**src/rtl/sd_dat_pkg.sv**
```systemverilog
// Shared state encoding and default parameter values for the SD DAT PHY sequencer.
package sd_dat_pkg;

    localparam int DATA_W_DEF   = 32;
    localparam int BLKCNT_W_DEF = 16;
    localparam int TO_W_DEF     = 32;
    localparam int RESP_DLY_DEF = 2;

    typedef enum logic [2:0] {
        ST_IDLE,
        ST_LOAD,
        ST_SEND,
        ST_WAIT_RESP,
        ST_READ,
        ST_PUSH,
        ST_WRAP_RST,
        ST_WAIT_ACK
    } sd_dat_state_t;

endpackage

```
**src/rtl/sd_timeout_cnt.sv**
```systemverilog
// Saturating cycle counter: holds 0 while clear, counts up while enabled (first enabled cycle reads 1).
// expired flags count == limit for a nonzero limit; a zero limit never expires.
module sd_timeout_cnt #(
    parameter int TO_W = 32
) (
    input  logic            sd_clock,
    input  logic            reset,
    input  logic            clear,
    input  logic            enable,
    input  logic [TO_W-1:0] limit,
    output logic [TO_W-1:0] count,
    output logic            expired
);

    always_ff @(posedge sd_clock) begin
        if (reset || clear) begin
            count <= '0;
        end else if (enable && (count != '1)) begin
            count <= count + TO_W'(1);
        end
    end

    assign expired = (limit != '0) && (count == limit);

endmodule

```
**src/rtl/sd_dat_phy_fsm.sv**
```systemverilog
// SD DAT PHY sequencer: write = load/send/response per block, read = receive/push/wrapper-reset per block.
// Moore control decode; FIFO strobes are further qualified by the FIFO flags, reset and abort.
module sd_dat_phy_fsm
    import sd_dat_pkg::*;
#(
    parameter int DATA_W   = DATA_W_DEF,
    parameter int BLKCNT_W = BLKCNT_W_DEF,
    parameter int TO_W     = TO_W_DEF,
    parameter int RESP_DLY = RESP_DLY_DEF
) (
    input  logic                sd_clock,
    input  logic                reset,
    input  logic                strobe_in,
    input  logic                ack_in,
    input  logic                idle_in,
    input  logic                write_read,
    input  logic                multiple,
    input  logic [BLKCNT_W-1:0] blocks,
    input  logic [TO_W-1:0]     timeout_val,
    output logic                serial_ready,
    output logic                complete,
    output logic                ack_out,
    output logic                error_timeout,
    output logic [BLKCNT_W-1:0] blocks_done,
    input  logic                transmission_complete,
    input  logic                reception_complete,
    input  logic [DATA_W-1:0]   data_read,
    output logic                reset_wrapper,
    output logic                load_send,
    output logic                enable_pts,
    output logic                enable_stp,
    output logic                waiting_response,
    output logic                pad_state,
    output logic                pad_enable,
    input  logic                fifo_empty,
    input  logic                fifo_full,
    output logic                fifo_rd_en,
    output logic                fifo_wr_en,
    output logic [DATA_W-1:0]   fifo_wdata
);

    sd_dat_state_t       state, state_nxt;
    logic [BLKCNT_W-1:0] target_q;
    logic [TO_W-1:0]     timeout_q;
    logic [TO_W-1:0]     to_count;
    logic                to_expired;
    logic                rx_state, rx_next, last_rx, last_push, strobe_ok;

    assign rx_state  = (state == ST_WAIT_RESP) || (state == ST_READ);
    assign rx_next   = (state_nxt == ST_WAIT_RESP) || (state_nxt == ST_READ);
    assign last_rx   = (blocks_done + BLKCNT_W'(1)) == target_q;
    assign last_push = (blocks_done == target_q);
    assign strobe_ok = !reset && !idle_in;

    // Counter is zero outside the receive states, so expiry can only fire there.
    sd_timeout_cnt #(.TO_W(TO_W)) u_timeout (
        .sd_clock (sd_clock),
        .reset    (reset),
        .clear    (!rx_next),
        .enable   (rx_next),
        .limit    (timeout_q),
        .count    (to_count),
        .expired  (to_expired)
    );

    always_ff @(posedge sd_clock) begin
        if (reset) begin
            state         <= ST_IDLE;
            blocks_done   <= '0;
            error_timeout <= 1'b0;
            fifo_wdata    <= '0;
            target_q      <= BLKCNT_W'(1);
            timeout_q     <= '0;
        end else begin
            state <= state_nxt;
            if (!idle_in) begin
                if (state == ST_IDLE && strobe_in) begin
                    blocks_done   <= '0;
                    error_timeout <= 1'b0;
                    target_q      <= (!multiple || blocks == '0) ? BLKCNT_W'(1) : blocks;
                    timeout_q     <= timeout_val;
                end
                if (rx_state && reception_complete) begin
                    blocks_done <= blocks_done + BLKCNT_W'(1);
                end
                if (state == ST_READ && reception_complete) begin
                    fifo_wdata <= data_read;
                end
                if (rx_state && to_expired && !reception_complete) begin
                    error_timeout <= 1'b1;
                end
            end
        end
    end

    always_comb begin
        state_nxt = state;
        case (state)
            ST_IDLE:      if (strobe_in) state_nxt = write_read ? ST_LOAD : ST_READ;
            ST_LOAD:      if (!fifo_empty) state_nxt = ST_SEND;
            ST_SEND:      if (transmission_complete) state_nxt = ST_WAIT_RESP;
            ST_WAIT_RESP: begin
                if (reception_complete) state_nxt = last_rx ? ST_WAIT_ACK : ST_LOAD;
                else if (to_expired)    state_nxt = ST_WAIT_ACK;
            end
            ST_READ: begin
                if (reception_complete) state_nxt = ST_PUSH;
                else if (to_expired)    state_nxt = ST_WAIT_ACK;
            end
            ST_PUSH:      if (!fifo_full) state_nxt = last_push ? ST_WAIT_ACK : ST_WRAP_RST;
            ST_WRAP_RST:  state_nxt = ST_READ;
            ST_WAIT_ACK:  if (ack_in) state_nxt = ST_IDLE;
            default:      state_nxt = ST_IDLE;
        endcase
        if (idle_in) state_nxt = ST_IDLE;
    end

    always_comb begin
        serial_ready     = 1'b0;
        reset_wrapper    = 1'b0;
        complete         = 1'b0;
        ack_out          = 1'b0;
        load_send        = 1'b0;
        enable_pts       = 1'b0;
        enable_stp       = 1'b0;
        waiting_response = 1'b0;
        pad_state        = 1'b0;
        pad_enable       = 1'b0;
        fifo_rd_en       = 1'b0;
        fifo_wr_en       = 1'b0;
        case (state)
            ST_IDLE: begin
                serial_ready  = 1'b1;
                reset_wrapper = 1'b1;
            end
            ST_LOAD: begin
                enable_pts = 1'b1;
                pad_state  = 1'b1;
                pad_enable = 1'b1;
                fifo_rd_en = !fifo_empty && strobe_ok;
            end
            ST_SEND: begin
                load_send  = 1'b1;
                enable_pts = 1'b1;
                pad_state  = 1'b1;
                pad_enable = 1'b1;
            end
            ST_WAIT_RESP: begin
                waiting_response = 1'b1;
                pad_enable       = 1'b1;
                // to_count reads k+1 in the k-th cycle of the state
                enable_stp       = to_count > TO_W'(RESP_DLY);
            end
            ST_READ: begin
                enable_stp = 1'b1;
                pad_enable = 1'b1;
            end
            ST_PUSH:     fifo_wr_en = !fifo_full && strobe_ok;
            ST_WRAP_RST: reset_wrapper = 1'b1;
            ST_WAIT_ACK: begin
                complete = 1'b1;
                ack_out  = ack_in;
            end
            default: ;
        endcase
    end

endmodule

```
**config.mk**
```make
export PLATFORM = sky130hd
export DESIGN_NAME = sd_dat_phy_fsm
export DESIGN_NICKNAME = d
export VERILOG_FILES = /design/src/rtl/sd_dat_pkg.sv /design/src/rtl/sd_timeout_cnt.sv /design/src/rtl/sd_dat_phy_fsm.sv
export SDC_FILE = /design/constraint.sdc
export NUM_CORES = 1
export LEC_CHECK = 0
export ABC_AREA = 0
export ABC_CLOCK_PERIOD_IN_PS = 6000
export CAP_MARGIN = 10
export CORE_ASPECT_RATIO = 0.75
export CORE_UTILIZATION = 30
export DETAILED_ROUTE_END_ITERATION = 10
export GPL_TIMING_DRIVEN = 0
export PLACE_DENSITY = 0.53
export SYNTH_ARGS = -nofsm -noshare
export SYNTH_HDL_FRONTEND = slang
export SYNTH_SLANG_ARGS = --single-unit
```
**constraint.sdc**
```tcl
create_clock -name sd_clock -period 6 [get_ports sd_clock]
set_input_delay 0.9 -clock sd_clock [delete_from_list [all_inputs] [get_ports sd_clock]]
set_output_delay 0.9 -clock sd_clock [all_outputs]
set_load 0.005 [all_outputs]
```
======== After elaboration in Yosys (flattened, before gate mapping) ========
Cells that the tools add are included.
word-level totals
  logic and storage cells ................. 86
  register bits ........................... 132
  input port bits ......................... 91
cells by class
  muxes and demuxes ....................... 29
  $lt $le $gt $ge ......................... 1
  add/sub/neg operators ................... 2
  reductions and logical operators ........ 33
  bitwise operators ....................... 1
  equality and inequality tests ........... 13
operator list
  operator                                              count
  two-way mux 16 bit                                    3
  two-way mux 3 bit                                     11
  adder 32 x 1 -> 32 bit (second input constant)        1
  equality test 16 bit                                  2
  equality test 32 bit                                  1
  > comparator 32 x 2 -> 1 bit (second input constant)  1
  != test 32 bit (second input constant)                1
  nonzero test 32 bit                                   1
  case mux 3 bit (8 select lines)                       1
  adder 16 x 1 -> 16 bit (second input constant)        1
  zero test 16 bit                                      1
  equality test 3 bit (second input constant)           5
  two-way mux 1 bit                                     13
  logical AND 1 bit                                     10
  equality test 3 x 2 -> 1 bit (second input constant)  3
  AND reduction 2 bit                                   4
  zero test 1 bit                                       7
  logical OR 1 bit                                      4
  nonzero test 2 bit                                    2
  OR reduction 2 bit                                    2
  OR reduction 4 bit                                    1
  equality test 3 x 1 -> 1 bit (second input constant)  1
  zero test 3 bit                                       1
  case mux 1 bit (2 select lines)                       1
  NOT 1 bit                                             1

======== Logic depth before layout (Yosys ltp) ========
  depth in word-level cells ............... 10
  mapped depth ............................ 12
  depth with buffers taken out ............ 10

======== Hierarchy ========
From an unflattened synthesis, not the netlist that was laid out.
unflattened totals
  cell total of the unflattened synthesis .. 852
  area total of the unflattened synthesis .. 6645.1 sq um
by module, submodules not included
  module          instances  area an instance (sq um)  cells each  sequential area each (sq um)
  sd_dat_phy_fsm  1          4621.9                    596         2001.9
  sd_timeout_cnt  1          2023.2                    256         640.6

======== Worst setup path before layout ========
OpenSTA, ideal clock, no wires.
  kind .................................... register to register
  start ................................... reg blocks_done[0]
  end ..................................... reg u_timeout.count[27]
  path slack .............................. 3.304 ns
  cell stages (with the launch flop) ...... 13
  period minus slack after synthesis ...... 2.696 ns
  arrival time ............................ 2.555 ns
  setup time .............................. 0.141 ns
  path through ............................ dfxtp_1 ha_1 clkbuf_1 nand3_1 nor4_1 a22oi_1 nor4_2 nand4_1 o41a_1 and2_4 mux2i_4 buf_8 nor3_2
between the ends
  cells in the longest elaborated chain, start to end .. 10
  elaborated cells between the ends (all ways) .. 15
  those cells by class .................... add/sub (1); eq/ne (4); mux (6); reduce/logical (4)
ends and longest elaborated chain
  what                                                                        line                   RTL
  start: declaration                                                          sd_dat_phy_fsm.sv:24   output logic [BLKCNT_W-1:0] blocks_done,
  start signal: assignment                                                    sd_dat_phy_fsm.sv:84   blocks_done <= blocks_done + BLKCNT_W'(1);
  adder 16 x 1 -> 16 bit                                                      sd_dat_phy_fsm.sv:51   assign last_rx = (blocks_done + BLKCNT_W'(1)) == target_q;
  equality test 16 bit                                                        sd_dat_phy_fsm.sv:51
  two-way mux 3 bit (2 in series)                                             sd_dat_phy_fsm.sv:103  if (reception_complete) state_nxt = last_rx ? ST_WAIT_ACK : ST_LOAD;
  case mux 3 bit (8 select lines) *                                           sd_dat_phy_fsm.sv:98   case (state)
  two-way mux 3 bit *                                                         sd_dat_phy_fsm.sv:115  if (idle_in) state_nxt = ST_IDLE;
  equality test 3 x 2 -> 1 bit / equality test 3 bit (equally long branches)  sd_dat_phy_fsm.sv:50   assign rx_next = (state_nxt == ST_WAIT_RESP) || (state_nxt == ST_READ);
  logical OR 1 bit *                                                          sd_dat_phy_fsm.sv:50
  zero test 1 bit                                                             sd_dat_phy_fsm.sv:59   .clear (!rx_next),
  logical OR 1 bit                                                            sd_timeout_cnt.sv:16   if (reset || clear) begin
  end signal: assignment                                                      sd_timeout_cnt.sv:19   count <= count + TO_W'(1);
  end: declaration                                                            sd_timeout_cnt.sv:11   output logic [TO_W-1:0] count,
Every way passes the cells marked *; elsewhere a longest branch is shown, timed or not.
A chain may end at the register's enable or synchronous reset.

======== Worst setup path after layout ========
  start ................................... reg blocks_done[1]
  end ..................................... reg u_timeout.count[13]
The elaborated chain is that of the path after synthesis.

==> flow_metrics.tcl <==
set metrics [dict create \
    drc 0 \
    insertedDiodeCount 0 \
    clk_latency_ns 0.42 \
    ioPinCount 152 \
    antenna_found_initial 0 \
    syn_inst 853 \
    core_sq_mm 0.0221 \
    power_density_mw_per_mm2 236 \
    synth_fp_nets 947 \
    finalSetupViolations 0 \
    drt-total-wl_um 22600 \
    wl_per_cell_um 17.0 \
    nets 1114 \
    clock_path_buffers 2 \
    final_layout_size_suffix_gt1_share_pct 7.86 \
    cts_root_buf "clkbuf_16" \
    max_slew.worst_pin.slew_ns 0.869 \
    final_cell_mix "173 x nand2_1, 148 x clkdlybuf4s50_1, 132 x dfxtp_1" \
    synth_cell_types 57 \
    status "complete, no violations" \
    synthFlopType "dfxtp_1" \
    required_ns 6.27 \
    slew_violations 0 \
    dieArea_sq_mm 0.0231 \
    initial_core_util_pct 30.6 \
    hpwl_um 16900 \
    die_w_um 175 \
    report.final.hold_viol_count 0 \
    cts_resized 0 \
    max_slew_margin_pct 41.5 \
    antenna_left 0 \
    dpl_worst_slack_ns 2.56 \
    max_freq_ghz 0.289 \
    cp-end-kind "flop" \
    ys_ff_latch 132 \
    placementRows 47 \
    static-leakage-power_nw 3.17 \
    ys_async_sr_fraction_pct 0 \
    skew_ns 0.00850 \
    ys_seq_area_share_pct 39.1 \
    rsz0062_at_grt "false" \
    period_minus_slack_ns 3.46 \
    synth_edf_count 0 \
    grt_pass1_wl_um 35700 \
    tritoncts "built" \
    gp_congestion 0.870 \
    num-fill-cells 2298 \
    globalRouteOverflowTotal 0 \
    fin_ws_ns 2.54 \
    critical_path_class "flop to flop" \
    vias 6612 \
    fin_setup_tns_ns 0 \
    path_clk_slew_ns 0.06 \
    vias_per_cell 4.99 \
    drt_first_pass_iters 5 \
    regToRegSetupSlack_ns 2.54 \
    areaGrowthSynthToFinish_pct 35.7 \
    grt_max_degree 17 \
    hold_buffers 0 \
    first_global_vias 6277 \
    portBuffers 148 \
    drtIter0Drc 518 \
    final.period_utilization_pct 57.6 \
    htreeDepth 4 \
    chipHeight_um 132 \
    startpoint_type "flop" \
    worst_ep_arrival_time_ns 3.73 \
    grt.total_usage_pct 19.8 \
    ys_warn_count 0 \
    post_cts_buffers 0 \
    cts_sinks 132 \
    final_common_cell "nand2_1" \
    cts_buffers 17 \
    vdd_drop_max_v 0.000129 \
    maxCapViolCount 0 \
    netlist_area_sq_mm 0.00675 \
    syn_area_per_cell_sq_um 7.91 \
    hp-class "flop to flop" \
    cp_max_fo 10 \
]
[power by group]
| part | internal [mW] | switching, mW | leakage, nW |
|---|---|---|---|
| sequential | 0.894 | 0.0186 | 1.07 |
| combinational | 0.109 | 0.120 | 1.83 |
| clock | 0.638 | 0.378 | 0.277 |
| total | 1.64 | 0.516 | 3.17 |
[Yosys cell counts (5+ instances only)]
cell / number / share of area, %
nor4_1: 34 / 3.2
dfxtp_1: 132 / 39
nand4_1: 25 / 2.3
nor2_1: 60 / 3.3
inv_1: 15 / 0.83
a21oi_1: 84 / 6.2
and3_1: 7 / 0.65
a31oi_1: 7 / 0.65
nor3_2: 30 / 4.4
a22oi_1: 13 / 1.4
xor2_1: 61 / 7.9
nand3_1: 33 / 2.4
buf_2: 5 / 0.37
xnor2_1: 31 / 4.0
nand2_1: 173 / 9.6
clkbuf_1: 44 / 2.4
nor3_1: 20 / 1.5
nand2b_1: 6 / 0.56
o21ai_0: 8 / 0.59
[cell families after synthesis]
logic type               count (synthesis)  share of synthesized area (%)
XOR/XNOR                                92                           11.9
multiplexers                             5                          0.945
AND/OR/NAND/NOR                        411                           30.7
AO/OA/AOI/OAI                          134                           11.5
adder cells (fa/ha/maj)                  3                          0.556
flip-flops                             132                           39.1
buffers and inverters                   76                           5.17
[path summary, 6_finish.rpt]
kind | cells past startpoint | from | end
worst min register to register | 2 | fifo_wdata[28] | fifo_wdata[28]
worst min-delay path | 2 | fifo_wdata[28] | fifo_wdata[28]
worst max register to register | 10 | blocks_done[1] | u_timeout.count[13]
worst max-delay path | 10 | blocks_done[1] | u_timeout.count[13]
[registers in the layout (all words and copies together) (netlist names)]
name             cells
fifo_wdata          32
u_timeout.count     32
timeout_q           32
state                3
error_timeout        1
blocks_done         16
target_q            16
[worst max-delay path: stages, from the launching register on]
cell and delay [ns]:
dfxtp_1 0.50, ha_1 0.20, clkbuf_1 0.35, nand3_1 0.23, o41ai_1 0.51, nand4_1 0.31, o41a_1 0.45, and2_4 0.17
mux2i_4 0.29, buf_8 0.22, nor3_2 0.06
[per-stage QoR]
stage | instance area, sq um | std cells | power (mW) | hold slack (ns) | util (%)
3_5_place_dp | 8600 | 1295 | 1.16 | 0.446 | 39.0
5_1_grt | 9160 | 1325 | 2.24 | 0.465 | 41.5
4_1_cts | 9160 | 1325 | 2.18 | 0.454 | 41.5
2_1_floorplan | 6750 | 853 | 1.04 | 0.444 | -
6_report | 9160 | 1325 | 2.16 | 0.452 | 41.5
3_3_place_gp | 8600 | 1295 | 1.16 | 0.441 | 39.0
[routing by layer]
metal / part of all wire (%) / global-route usage [%] / vias to the layer above
li1: - / - / 3270
met1: 50 / 29.2 / 3069
met2: 40 / 27.1 / 261
met3: 9.3 / 6.86 / 12
met4: 0.75 / 4.88 / 0
met5: 0 / 0 / -
[cell type report]
class,instances,area [sq um],area share (%)
Multi-Input combinational cell,645,3760,41.0
Sequential cell,132,2640,28.8
Timing Repair Buffer,148,1480,16.2
Clock buffer,25,485,5.30
Tap cell,294,368,4.02
Buffer,61,293,3.20
Clock inverter,5,75.1,0.819
Inverter,15,56.3,0.615
(Power assumes the default switching activity.)
